$ cat src/rtl/video_timing_gen.sv
// Raster timing generator for the HDMI output path.
//
// Two free-running position counters walk the same raster:
//   - the lead counter drives the pixel-fetch request (req, req_x, req_y);
//   - the display counter trails it by REQ_LEAD positions and drives the
//     video controls (de, hsync, vsync, x, y, frame_start).
// An upstream frame-buffer reader with a fixed latency of REQ_LEAD cycles
// therefore returns pixel data exactly in the cycle de is asserted for it.
//
// Ports:
//   clk          pixel clock
//   rst          synchronous, active-high reset
//   de           active video
//   hsync        horizontal sync, active level HS_POL
//   vsync        vertical sync, active level VS_POL (whole lines)
//   x, y         display position inside the active area, 0 outside it
//   frame_start  single-cycle pulse with de at position (0,0)
//   req          fetch request for pixel (req_x, req_y)
//   req_x, req_y requested position, 0 when req is low
//
// Line layout: active, front porch, sync, back porch. Frames use the same
// order counted in lines. All raster totals must fit in 12 bits, and
// REQ_LEAD must lie in 1..(H_FP+H_SYNC+H_BP).

module video_timing_gen #(
  parameter int unsigned H_ACTIVE = 640,
  parameter int unsigned H_FP     = 16,
  parameter int unsigned H_SYNC   = 96,
  parameter int unsigned H_BP     = 48,
  parameter int unsigned V_ACTIVE = 480,
  parameter int unsigned V_FP     = 10,
  parameter int unsigned V_SYNC   = 2,
  parameter int unsigned V_BP     = 33,
  parameter bit          HS_POL   = 1'b0,
  parameter bit          VS_POL   = 1'b0,
  parameter int unsigned REQ_LEAD = 2
) (
  input  logic        clk,
  input  logic        rst,
  output logic        de,
  output logic        hsync,
  output logic        vsync,
  output logic [11:0] x,
  output logic [11:0] y,
  output logic        frame_start,
  output logic        req,
  output logic [11:0] req_x,
  output logic [11:0] req_y
);

  localparam int unsigned H_TOTAL = H_ACTIVE + H_FP + H_SYNC + H_BP;
  localparam int unsigned V_TOTAL = V_ACTIVE + V_FP + V_SYNC + V_BP;

  localparam logic [11:0] H_LAST   = 12'(H_TOTAL - 1);
  localparam logic [11:0] V_LAST   = 12'(V_TOTAL - 1);
  localparam logic [11:0] H_ACT    = 12'(H_ACTIVE);
  localparam logic [11:0] V_ACT    = 12'(V_ACTIVE);
  localparam logic [11:0] HS_START = 12'(H_ACTIVE + H_FP);
  localparam logic [11:0] HS_END   = 12'(H_ACTIVE + H_FP + H_SYNC);
  localparam logic [11:0] VS_START = 12'(V_ACTIVE + V_FP);
  localparam logic [11:0] VS_END   = 12'(V_ACTIVE + V_FP + V_SYNC);

  // The display counter starts REQ_LEAD positions before (0,0), i.e. in the
  // horizontal blanking of the last frame line, so no partial frame is shown.
  localparam logic [11:0] DISP_H_INIT = 12'(H_TOTAL - REQ_LEAD);
  localparam logic [11:0] DISP_V_INIT = V_LAST;

  // Position counters
  logic [11:0] lead_h_q, lead_h_d;
  logic [11:0] lead_v_q, lead_v_d;
  logic [11:0] disp_h_q, disp_h_d;
  logic [11:0] disp_v_q, disp_v_d;

  // Registered outputs
  logic        de_q;
  logic        hsync_q;
  logic        vsync_q;
  logic [11:0] x_q;
  logic [11:0] y_q;
  logic        frame_start_q;
  logic        req_q;
  logic [11:0] req_x_q;
  logic [11:0] req_y_q;

  // Decodes of the current (pre-edge) counter values
  logic lead_active;
  logic disp_active;
  logic disp_hs_on;
  logic disp_vs_on;
  logic disp_origin;

  // Next-state for both counters: h wraps at H_LAST and carries into v.
  always_comb begin
    lead_h_d = lead_h_q + 12'd1;
    lead_v_d = lead_v_q;
    if (lead_h_q == H_LAST) begin
      lead_h_d = '0;
      lead_v_d = (lead_v_q == V_LAST) ? '0 : lead_v_q + 12'd1;
    end

    disp_h_d = disp_h_q + 12'd1;
    disp_v_d = disp_v_q;
    if (disp_h_q == H_LAST) begin
      disp_h_d = '0;
      disp_v_d = (disp_v_q == V_LAST) ? '0 : disp_v_q + 12'd1;
    end
  end

  always_comb begin
    lead_active = (lead_h_q < H_ACT) && (lead_v_q < V_ACT);
    disp_active = (disp_h_q < H_ACT) && (disp_v_q < V_ACT);
    disp_hs_on  = (disp_h_q >= HS_START) && (disp_h_q < HS_END);
    disp_vs_on  = (disp_v_q >= VS_START) && (disp_v_q < VS_END);
    disp_origin = (disp_h_q == '0) && (disp_v_q == '0);
  end

  always_ff @(posedge clk) begin
    if (rst) begin
      lead_h_q      <= '0;
      lead_v_q      <= '0;
      disp_h_q      <= DISP_H_INIT;
      disp_v_q      <= DISP_V_INIT;
      de_q          <= 1'b0;
      hsync_q       <= ~HS_POL;
      vsync_q       <= ~VS_POL;
      x_q           <= '0;
      y_q           <= '0;
      frame_start_q <= 1'b0;
      req_q         <= 1'b0;
      req_x_q       <= '0;
      req_y_q       <= '0;
    end else begin
      lead_h_q      <= lead_h_d;
      lead_v_q      <= lead_v_d;
      disp_h_q      <= disp_h_d;
      disp_v_q      <= disp_v_d;
      de_q          <= disp_active;
      hsync_q       <= disp_hs_on ? HS_POL : ~HS_POL;
      vsync_q       <= disp_vs_on ? VS_POL : ~VS_POL;
      x_q           <= disp_active ? disp_h_q : '0;
      y_q           <= disp_active ? disp_v_q : '0;
      frame_start_q <= disp_active && disp_origin;
      req_q         <= lead_active;
      req_x_q       <= lead_active ? lead_h_q : '0;
      req_y_q       <= lead_active ? lead_v_q : '0;
    end
  end

  assign de          = de_q;
  assign hsync       = hsync_q;
  assign vsync       = vsync_q;
  assign x           = x_q;
  assign y           = y_q;
  assign frame_start = frame_start_q;
  assign req         = req_q;
  assign req_x       = req_x_q;
  assign req_y       = req_y_q;

endmodule

$ cat config.mk
export PLATFORM = sky130hd
export DESIGN_NAME = video_timing_gen
export DESIGN_NICKNAME = d
export VERILOG_FILES = /design/src/rtl/video_timing_gen.sv
export SDC_FILE = /design/constraint.sdc
export NUM_CORES = 1
export LEC_CHECK = 0
export CAP_MARGIN = 25
export CORE_ASPECT_RATIO = 1.2
export CORE_MARGIN = 2
export CORE_UTILIZATION = 58
export DETAILED_ROUTE_END_ITERATION = 10
export GPL_ROUTABILITY_DRIVEN = 0
export HOLD_SLACK_MARGIN = 0.03
export PLACE_DENSITY = 0.89
export REMOVE_ABC_BUFFERS = 1
export SLEW_MARGIN = 20
export SYNTH_ARGS = -nofsm -noshare
export SYNTH_HDL_FRONTEND = slang
export SYNTH_SLANG_ARGS = --single-unit
$ cat constraint.sdc
create_clock -name clk -period 3.14 [get_ports clk]
set_input_delay 0.471 -clock clk [delete_from_list [all_inputs] [get_ports clk]]
set_output_delay 0.471 -clock clk [all_outputs]
set_load 0.02 [all_outputs]
* Word-level counts from Yosys, hierarchy flattened
Index checks and enable logic that the tools add are counted.
** Storage, ports and cells
- Flip-flop bits (word level) :: 101
- Input port bits :: 2
** Cells by class
- $add $sub $neg :: 4
- Order comparisons :: 8
- Equality and inequality tests :: 4
- Muxes and demuxes :: 5
- Bitwise logic cells :: 2
- Reduce and logical (&&, ||, !) cells :: 12
** Operators by type and width (number)
- $add A12 B1 Y12 const B :: 4
- $eq A12 B10 Y1 const B :: 4
- $lt A12 B10 Y1 const B :: 3
- $lt A12 B9 Y1 const B :: 3
- $logic_not A12 Y1 :: 2
- $mux W12 :: 2
- $ge A12 B10 Y1 const B :: 1
- $ge A12 B9 Y1 const B :: 1
- $mux W10 :: 1
- $reduce_or A2 Y1 :: 4
- $logic_and A1 B1 Y1 :: 6
- $mux W1 :: 2
- $not A1 Y1 :: 2

* Logic depth before layout (Yosys ltp)
Gate-level depths: netlist (run 1).
- Depth in word-level cells :: 4
- Gate-level depth with buffers :: 7
- Gate-level depth less buffers :: 6

* Worst setup path before layout (run 1)
Ideal clock, no wire load.
- Path kind :: reg-to-reg
- Start :: register disp_h_q[6]
- End :: register disp_v_q[11]
- Setup time :: 125 ps
- Arrival time :: 1979 ps
- Slack :: 1036 ps
- Stages on the path, launching flop included :: 7
- Cells stage by stage :: dfxtp_1 -> or4_4 -> or4_4 -> buf_4 -> buf_6 -> o31ai_1 -> a21oi_1
** On the way
- Cells in the longest elaborated chain, start to end :: 1
** Ends and longest elaborated chain
- from (decl) :: RTL line 71 : logic [11:0] disp_h_q, disp_h_d;
- from (signal assigned) :: RTL line 135 : disp_h_q <= disp_h_d;
- $eq A12 B10 Y1 :: RTL line 103 : if (disp_h_q == H_LAST) begin
- to (signal assigned) :: RTL line 136 : disp_v_q <= disp_v_d;
- to (decl) :: RTL line 72 : logic [11:0] disp_v_q, disp_v_d;
No other way between the ends.
A chain may end at the register's enable or synchronous reset.

* Worst setup path after layout (run 1)
Same ends and word-level chain as after synthesis.

==> flow_summary.yaml, run 1 <==
outcome:
  status: "finished clean"
grt:
  grt_pass1_wl_mm: 12.5
  grt_use_total_pct: 21.4
  overflow: 0
  grt_pass1_vias: 2848
  antenna_found_initial: 0
  grt_max_degree: 26
die:
  rows: 32
  die_h_um: 93.0
  coreArea_mm2: 0.00641
  io_pins: 55
  die_area_mm2: 0.00727
  chipWidth_um: 78.2
  start_util_pct: 59.7
clock_network:
  clock_sinks: 101
  cts_resized: 0
  holdBufCountCts: 0
  clkTransAtPathRegs_ns: 0.10
  root_buffer: "clkbuf_8"
  clockBufferDepth: 2
  clock_latency_ns: 0.37
  cts_tree: "done"
  ctsHtreeMaxLevel: 3
  post_cts_buffers: 0
  cts_made_buffers: 9
yosys:
  synth_top_area_share_pct: 52.8
  synth_cell_types: 46
  yosysWarnings: 0
  synth.most_common_cell: "dfxtp_1"
  synth_area_leader_cell: "dfxtp_1"
  synth_area_mm2: 0.00383
  synth_cells: 397
  synth_edf_count: 0
  synthFlopType: "dfxtp_1"
  ys_seq_area_share_pct: 52.8
  avgSynthCellArea_um2: 9.64
  synthArstFlopShare_pct: 0
  yosys_register_bits: 101
  synth_area_leaders: "dfxtp_1 53%, and2_1 5.6%, xnor2_1 2.5%, a21oi_1 2.4%, nand3_1 2.4%"
  netlist_top_cells_count: "101 x dfxtp_1, 34 x and2_1, 22 x nand2_1"
placed_design:
  portBuffers: 54
  dp_hpwl_mm: 5.07
  dp.cells: 528
timing:
  finalSetupViolations: 0
  holdWs_ns: 0.492
  skew_ns: 0.00975
  slew_headroom_pct: 51.8
  finalSetupTns_ns: 0
  tightest_slew_ns: 0.716
  fin_crit_sh_pct: 74.0
  rsz0062_at_grt: "false"
  final_hold_viol_count: 0
  slew_violations: 0
  fmax_mhz: 430
  period_minus_slack_ns: 2.33
setup_path:
  arrival_ns: 2.63
  r2r_end: "disp_v_q[11]$_SDFFE_PP0N_"
  r2r_slack_ns: 0.81
  cp-start-kind: "flop"
  cp.required_ns: 3.45
  worst-path-max-fanout: 22
  reg2reg_depth: 4
  critPathCaptureType: "flop"
  crit_type: "reg -> reg"
  reg2reg_from: "disp_h_q[6]$_SDFF_PP0_"
route:
  highest_layer: "met4"
  avgViaCountPerCell: 5.59
  num_vias: 3040
  route.met3.wl_um: 320
  drtPass1Iterations: 5
  wirelength_mm: 7.39
  antenna_left: 0
  wl_met2_mm: 3.80
  post_drt_wl_per_cell_um: 13.6
  drc_errors: 0
  wl_met1_mm: 3.09
  drtIter0Drc: 281
hold_path:
  hold_path_depth: 1
  min_path_type: "reg -> reg"
  hold_end: "lead_h_q[0]$_SDFF_PP0_"
  min-delay-start: "lead_h_q[0]$_SDFF_PP0_"
cells_and_area:
  drive_gt1_share_pct: 5.23
  nFillCells: 462
  multi_input_area_mm2: 0.00170
  syn_to_final_growth_pct: 21.4
  ff_latch_area_mm2: 0.00202
  nNetsFinal: 463
  diodes: 0
  stdcell_count: 544
power:
  powerDensity_mw_per_mm2: 612
  seq_power_share_pct: 53.5
  switching_share_pct: 30.7
  peakVddDrop_v: 0.000359
  clockPowerShare_pct: 29.1
  power.internal_mw: 1.97
  p_sw_uw: 873
  p_comb_share_pct: 17.4
  p_leak_nw: 1.69
flow_run:
  drv_cap: 0
==> final cells by class <==
type                            count  share of cell area (%)
Sequential cell                   101                    43.5
Multi-Input combinational cell    272                    36.6
Timing Repair Buffer               57                    12.1
Clock buffer                        9                    2.66
Tap cell                           85                    2.29
Clock inverter                      7                    1.75
Inverter                           13                    1.05
==> flip-flops by register name, indices dropped and copies added (netlist names) <==
| register | count |
|---|---|
| de | 1 |
| lead_v_q | 12 |
| lead_h_q | 12 |
| req_x | 12 |
| hsync | 1 |
| req_y | 12 |
| disp_h_q | 12 |
| req | 1 |
| y | 12 |
| vsync | 1 |
| frame_start | 1 |
| disp_v_q | 12 |
| x | 12 |
==> power by group through the flow <==
stage          sequential [mW]  combinational [mW]  clock (mW)
2_1_floorplan             1.53               0.331           0
3_3_place_gp              1.54               0.476           0
3_5_place_dp              1.54               0.482           0
4_1_cts                   1.52               0.491       0.847
5_1_grt                   1.54               0.539       0.902
6_report                  1.52               0.495       0.827
==> routing by layer <==
metal  GRT usage [%]  up-vias
li1                -     1523
met4            12.9        0
met5               0        -
met1            23.3     1409
met3            3.96       17
met2            38.4       91
==> cell families after synthesis <==
logic type,share of synthesized area (%)
xor+xnor,4.12
simple gates,28.1
fa+ha+maj,2.29
other cells,0.0980
compound gates,9.02
buf+inv,3.56
flops,52.8
==> worst max path at each step <==
stage / from / endpoint / slack (ns) / depth (start not counted)
6_report: disp_h_q[6]$_SDFF_PP0_ / disp_v_q[11]$_SDFFE_PP0N_ / 0.81 / 4
3_3_place_gp: disp_h_q[6]$_SDFF_PP0_ / disp_v_q[11]$_SDFFE_PP0N_ / 0.87 / 4
5_1_grt: disp_h_q[6]$_SDFF_PP0_ / disp_v_q[11]$_SDFFE_PP0N_ / 0.77 / 4
2_1_floorplan: disp_h_q[6]$_SDFF_PP0_ / disp_v_q[2]$_SDFFE_PP1N_ / 0.69 / 4
3_5_place_dp: disp_h_q[6]$_SDFF_PP0_ / disp_v_q[11]$_SDFFE_PP0N_ / 0.85 / 4
4_1_cts: disp_h_q[6]$_SDFF_PP0_ / disp_v_q[11]$_SDFFE_PP0N_ / 0.83 / 4
==> stage by stage <==
stage	worst slack (ns)	utilization, %	cell area (um^2)	power [mW]
global placement	0.875	69.4	4440	2.01
detailed placement	0.848	69.4	4440	2.03
CTS	0.825	72.6	4650	2.86
global route	0.765	72.6	4650	2.98
floorplan	0.686	-	3770	1.86
finish	0.815	72.6	4650	2.84
==> critical path, stage by stage, from the launching register on <==
cell and delay (ns):
dfxtp_1 0.38, or4_4 0.57, or4_4 0.63, or4_1 0.53, a21oi_1 0.14
==> cell usage in the layout (no fill, tap or decap), types with 2 or more instances in the layout <==
master	n
dfxtp_1	101
clkdlybuf4s50_1	54
and2_1	34
nand2_1	22
nor2_1	21
nand3_1	18
a21oi_1	18
nor3_1	17
nor4_1	14
inv_1	13
nand4_1	11
o21ai_0	11
xnor2_1	11
and4_1	10
conb_1	10
clkbuf_8	9
or3_1	8
xor2_1	7
and3_1	7
ha_1	7
o31ai_1	6
or4_1	6
a21o_1	5
nand2b_1	3
clkinv_4	3
buf_4	3
nor4bb_1	2
nor2b_1	2
a221o_1	2
or4_4	2
nor3b_1	2
a211o_1	2
inv_6	2
(Power assumes the default switching activity.)
==> run 2: changes to the inputs <==
Settings changed: CORE_UTILIZATION 58 to 53, PLACE_DENSITY 0.89 to 0.83.
Clock period 3.14 ns to 2.3 ns, I/O delays scaled along.
==> flow_summary.yaml, run 2 (synthesis gave the netlist of run 1 again) <==
power:
  switching_share_pct: 30.9
  p_comb_share_pct: 18.7
  power.internal_mw: 2.74
  p_leak_nw: 1.74
  seq_power_share_pct: 52.4
  powerDensity_mw_per_mm2: 838
  clockPowerShare_pct: 28.9
  peakVddDrop_v: 0.000453
  p_sw_mw: 1.23
grt:
  grt_pass1_vias: 3000
  grt_pass1_wl_mm: 13.2
  overflow: 0
  antenna_found_initial: 0
  grt_max_degree: 21
  grt_use_total_pct: 20.9
clock_network:
  clockBufferDepth: 2
  ctsHtreeMaxLevel: 3
  clock_latency_ns: 0.37
  holdBufCountCts: 0
  cts_made_buffers: 9
  clkTransAtPathRegs_ns: 0.10
  clock_sinks: 101
  root_buffer: "clkbuf_8"
  cts_resized: 0
  post_cts_buffers: 0
  cts_tree: "done"
route:
  wirelength_mm: 7.83
  drtPass1Iterations: 4
  num_vias: 3084
  drc_errors: 0
  drtIter0Drc: 168
  antenna_left: 0
  post_drt_wl_per_cell_um: 14.1
  avgViaCountPerCell: 5.55
die:
  chipWidth_um: 81.6
  io_pins: 55
  die_area_mm2: 0.00792
  die_h_um: 97.1
  start_util_pct: 55.5
  coreArea_mm2: 0.00690
  rows: 33
timing:
  rsz0062_at_grt: "false"
  final_hold_viol_count: 0
  slew_violations: 0
  finalSetupTns_ns: 0
  finalSetupViolations: 0
  skew_ns: 0.00723
  fin_crit_sh_pct: 95.2
  slew_headroom_pct: 60.3
  fmax_mhz: 457
  tightest_slew_ns: 0.595
  period_minus_slack_ns: 2.19
  worst_slack_ns: 0.109
cells_and_area:
  syn_to_final_growth_pct: 23.5
  nFillCells: 514
  nNetsFinal: 473
  mostFrequentLayoutCells: "101 x dfxtp_1, 54 x clkdlybuf4s50_1, 34 x and2_1"
  diodes: 0
  drive_gt1_share_pct: 7.25
  multi_input_area_mm2: 0.00170
  layout_commonest_cell: "dfxtp_1"
  ff_latch_area_mm2: 0.00202
flow_run:
  drv_cap: 0
setup_path:
  worst-path-max-fanout: 18
  crit_type: "reg -> reg"
  cp-start-kind: "flop"
  arrival_ns: 2.50
  cp.required_ns: 2.61
  critPathCaptureType: "flop"
placed_design:
  dp_slack_ns: 0.0871
  dp_hpwl_mm: 5.44
  portBuffers: 54
outcome:
  status: "finished clean"
hold_path:
  min_path_type: "reg -> reg"
-- run 2: worst paths after layout --
check | start | to | depth (start not counted) | slack [ns]
setup / recovery | disp_h_q[11]$_SDFF_PP0_ | disp_v_q[11]$_SDFFE_PP0N_ | 4 | 0.11
hold reg to reg | lead_h_q[0]$_SDFF_PP0_ | lead_h_q[0]$_SDFF_PP0_ | 1 | 0.49
setup reg to reg | disp_h_q[11]$_SDFF_PP0_ | disp_v_q[11]$_SDFFE_PP0N_ | 4 | 0.11
hold / removal | lead_h_q[0]$_SDFF_PP0_ | lead_h_q[0]$_SDFF_PP0_ | 1 | 0.49
-- run 2: layer usage --
metal / part of all wire, % / wire length [um] / global-route usage, % / vias to the layer above
met4: 3.8 / 298 / 12.1 / 0
li1: - / - / - / 1539
met3: 4.7 / 367 / 2.70 / 26
met2: 51 / 3960 / 36.3 / 102
met1: 41 / 3200 / 23.8 / 1417
met5: 0 / 0 / 0 / -
-- run 2: through the flow --
stage	instances	power (mW)	util (%)	hold slack, ns	instance area [um^2]
2_1_floorplan	386	2.54	-	0.414	3770
3_3_place_gp	540	2.81	65.6	0.456	4520
3_5_place_dp	540	2.85	65.6	0.470	4520
4_1_cts	556	3.98	68.6	0.493	4730
5_1_grt	556	4.13	68.6	0.517	4730
6_report	556	3.96	68.6	0.492	4730
-- run 2: area by class of cell --
cell class / instances / area share [%]
clock buffer: 9 / 2.62
clock inverter: 7 / 1.77
inverter: 13 / 1.03
multi-input combinational: 272 / 36.0
sequential: 101 / 42.8
tap: 87 / 2.30
timing repair buffer: 67 / 13.5
-- run 2: worst max-delay path, stage by stage, from the launching register on --
cell and delay, ns:
dfxtp_1 0.37, or4_4 0.53, or4_4 0.55, or4_1 0.53
a21oi_1 0.15
-- run 2: power groups by stage --
| stage | Combinational [mW] | Sequential, mW | Clock, mW |
|---|---|---|---|
| 6_report | 0.740 | 2.08 | 1.15 |
| 2_1_floorplan | 0.453 | 2.09 | 0 |
| 5_1_grt | 0.815 | 2.10 | 1.21 |
| 3_5_place_dp | 0.731 | 2.11 | 0 |
| 3_3_place_gp | 0.708 | 2.11 | 0 |
| 4_1_cts | 0.740 | 2.07 | 1.16 |
==> run 3: changes to the inputs <==
Settings changed: PLACE_DENSITY 0.83 to 0.82.
==> flow_summary.yaml, run 3 (synthesis gave the netlist of run 1 again) <==
outcome:
  status: "finished clean"
power:
  seq_power_share_pct: 52.2
  powerDensity_mw_per_mm2: 839
  p_leak_nw: 1.74
  p_sw_mw: 1.23
  power_mw: 3.97
  p_comb_share_pct: 19.5
  power.internal_mw: 2.74
  clockPowerShare_pct: 28.2
  peakVddDrop_v: 0.000439
  switching_share_pct: 30.9
placed_design:
  portBuffers: 54
  dp_hpwl_mm: 5.73
  place_area_mm2: 0.00453
clock_network:
  cts_made_buffers: 9
  clock_latency_ns: 0.37
  clockBufferDepth: 2
  clkTransAtPathRegs_ns: 0.09
  cts_resized: 0
  clock_sinks: 101
  post_cts_buffers: 0
  ctsHtreeMaxLevel: 3
  root_buffer: "clkbuf_8"
  cts_tree: "done"
cells_and_area:
  syn_to_final_growth_pct: 23.7
  mostFrequentLayoutCells: "101 x dfxtp_1, 54 x clkdlybuf4s50_1, 34 x and2_1"
  drive_gt1_share_pct: 7.04
  multi_input_area_mm2: 0.00170
  diodes: 0
  nFillCells: 551
  final_core_util_pct: 68.6
  ff_latch_area_mm2: 0.00202
  layout_commonest_cell: "dfxtp_1"
  final_area_mm2: 0.00473
  nNetsFinal: 473
setup_path:
  crit_start: "disp_h_q[7]$_SDFF_PP0_"
  critPathCaptureType: "flop"
  cp-start-kind: "flop"
  reg2reg_from: "disp_h_q[7]$_SDFF_PP0_"
  cp_common_cell: "or4_4"
  r2r_end: "disp_v_q[11]$_SDFFE_PP0N_"
  r2r_slack_ns: 0.13
  crit_path_top_delay_cell: "or4_4"
  worst-path-max-fanout: 8
  crit_path_cell_trace: "or4_4 -> or4_4 -> or4_1 -> a21oi_1"
  crit_type: "reg -> reg"
  reg2reg_depth: 4
  slowest_delay_ns: 0.55
  cp.required_ns: 2.60
  arrival_ns: 2.47
timing:
  fmax_mhz: 462
  slew_violations: 0
  final_hold_viol_count: 0
  fin_crit_sh_pct: 94.2
  tightest_slew_ns: 0.601
  period_minus_slack_ns: 2.17
  skew_ns: 0.00863
  slew_headroom_pct: 59.8
  finalSetupViolations: 0
  rsz0062_at_grt: "false"
route:
  drc_errors: 0
  antenna_left: 0
  post_drt_wl_per_cell_um: 14.5
  drtPass1Iterations: 4
  wirelength_mm: 8.07
  num_vias: 3096
  avgViaCountPerCell: 5.57
  drtIter0Drc: 244
die:
  chipWidth_um: 81.6
  start_util_pct: 55.5
  coreArea_mm2: 0.00690
  die_h_um: 97.1
  rows: 33
  die_area_mm2: 0.00792
  io_pins: 55
grt:
  grt_pass1_vias: 2950
  grt_max_degree: 26
  grt_pass1_wl_mm: 13.8
  overflow: 0
  antenna_found_initial: 0
  grt_use_total_pct: 22.1
hold_path:
  hold_end: "lead_h_q[0]$_SDFF_PP0_"
  hold_path_depth: 1
  min-delay-start: "lead_h_q[0]$_SDFF_PP0_"
  min_path_type: "reg -> reg"
flow_run:
  drv_cap: 0
run 3: changes by cell type in the layout (fill, tap and decap cells not counted):
cell	previous run	this run
buf_4	13	12
clkbuf_1	0	1
buf_12	0	1
inv_8	1	0
run 3: worst max path at each step:
stage / slack (ns) / to / cells after the start
after detailed placement: 0.10 / disp_v_q[7]$_SDFFE_PP0N_ / 5
after global placement: 0.16 / disp_v_q[8]$_SDFFE_PP0N_ / 5
final: 0.13 / disp_v_q[11]$_SDFFE_PP0N_ / 4
after CTS: 0.08 / disp_v_q[11]$_SDFFE_PP0N_ / 4
after floorplan: -0.15 / disp_v_q[2]$_SDFFE_PP1N_ / 4
after global routing: 0.04 / disp_v_q[4]$_SDFFE_PP0N_ / 6
run 3: through the flow:
step	hold slack, ns	setup slack (ns)	cells	TNS [ns]
global route	0.519	0.0413	556	0
global placement	0.461	0.158	540	0
CTS	0.490	0.0836	556	0
floorplan	0.414	-0.154	386	-0.308
detailed placement	0.467	0.104	540	0
finish	0.484	0.134	556	0
run 3: critical path, delay by kind of cell (launching register included):
kind	cells	cell delay, ns
AND/OR/NAND/NOR	3	1.57
AO/OA/AOI/OAI	1	0.16
flip-flops	1	0.37
run 3: layout make-up:
type,count,share of cell area (%)
clock buffer,10,2.70
clock inverter,6,1.53
inverter,13,1.03
multi-input combinational,272,36.0
sequential,101,42.7
tap,87,2.30
timing repair buffer,67,13.7
run 3: power by group through the flow:
| stage | clock network (mW) | registers [mW] | logic [mW] |
|---|---|---|---|
| after floorplan | 0 | 2.09 | 0.453 |
| after global placement | 0 | 2.09 | 0.727 |
| after detailed placement | 0 | 2.11 | 0.750 |
| after CTS | 1.14 | 2.07 | 0.767 |
| after global routing | 1.21 | 2.09 | 0.846 |
| final | 1.12 | 2.07 | 0.776 |
run 3: metal layers:
metal / vias up / part of all wire [%] / global-route usage (%)
li1: 1542 / - / -
met1: 1417 / 39 / 25.5
met2: 110 / 52 / 37.6
met3: 27 / 4.7 / 3.16
met4: 0 / 3.6 / 13.3
met5: - / 0 / 0
run 3: repair_timing:
item,in CTS,in global routing
endpoints found under the setup margin,0,2
hold endpoints to repair,0,0
hold buffers,0,0
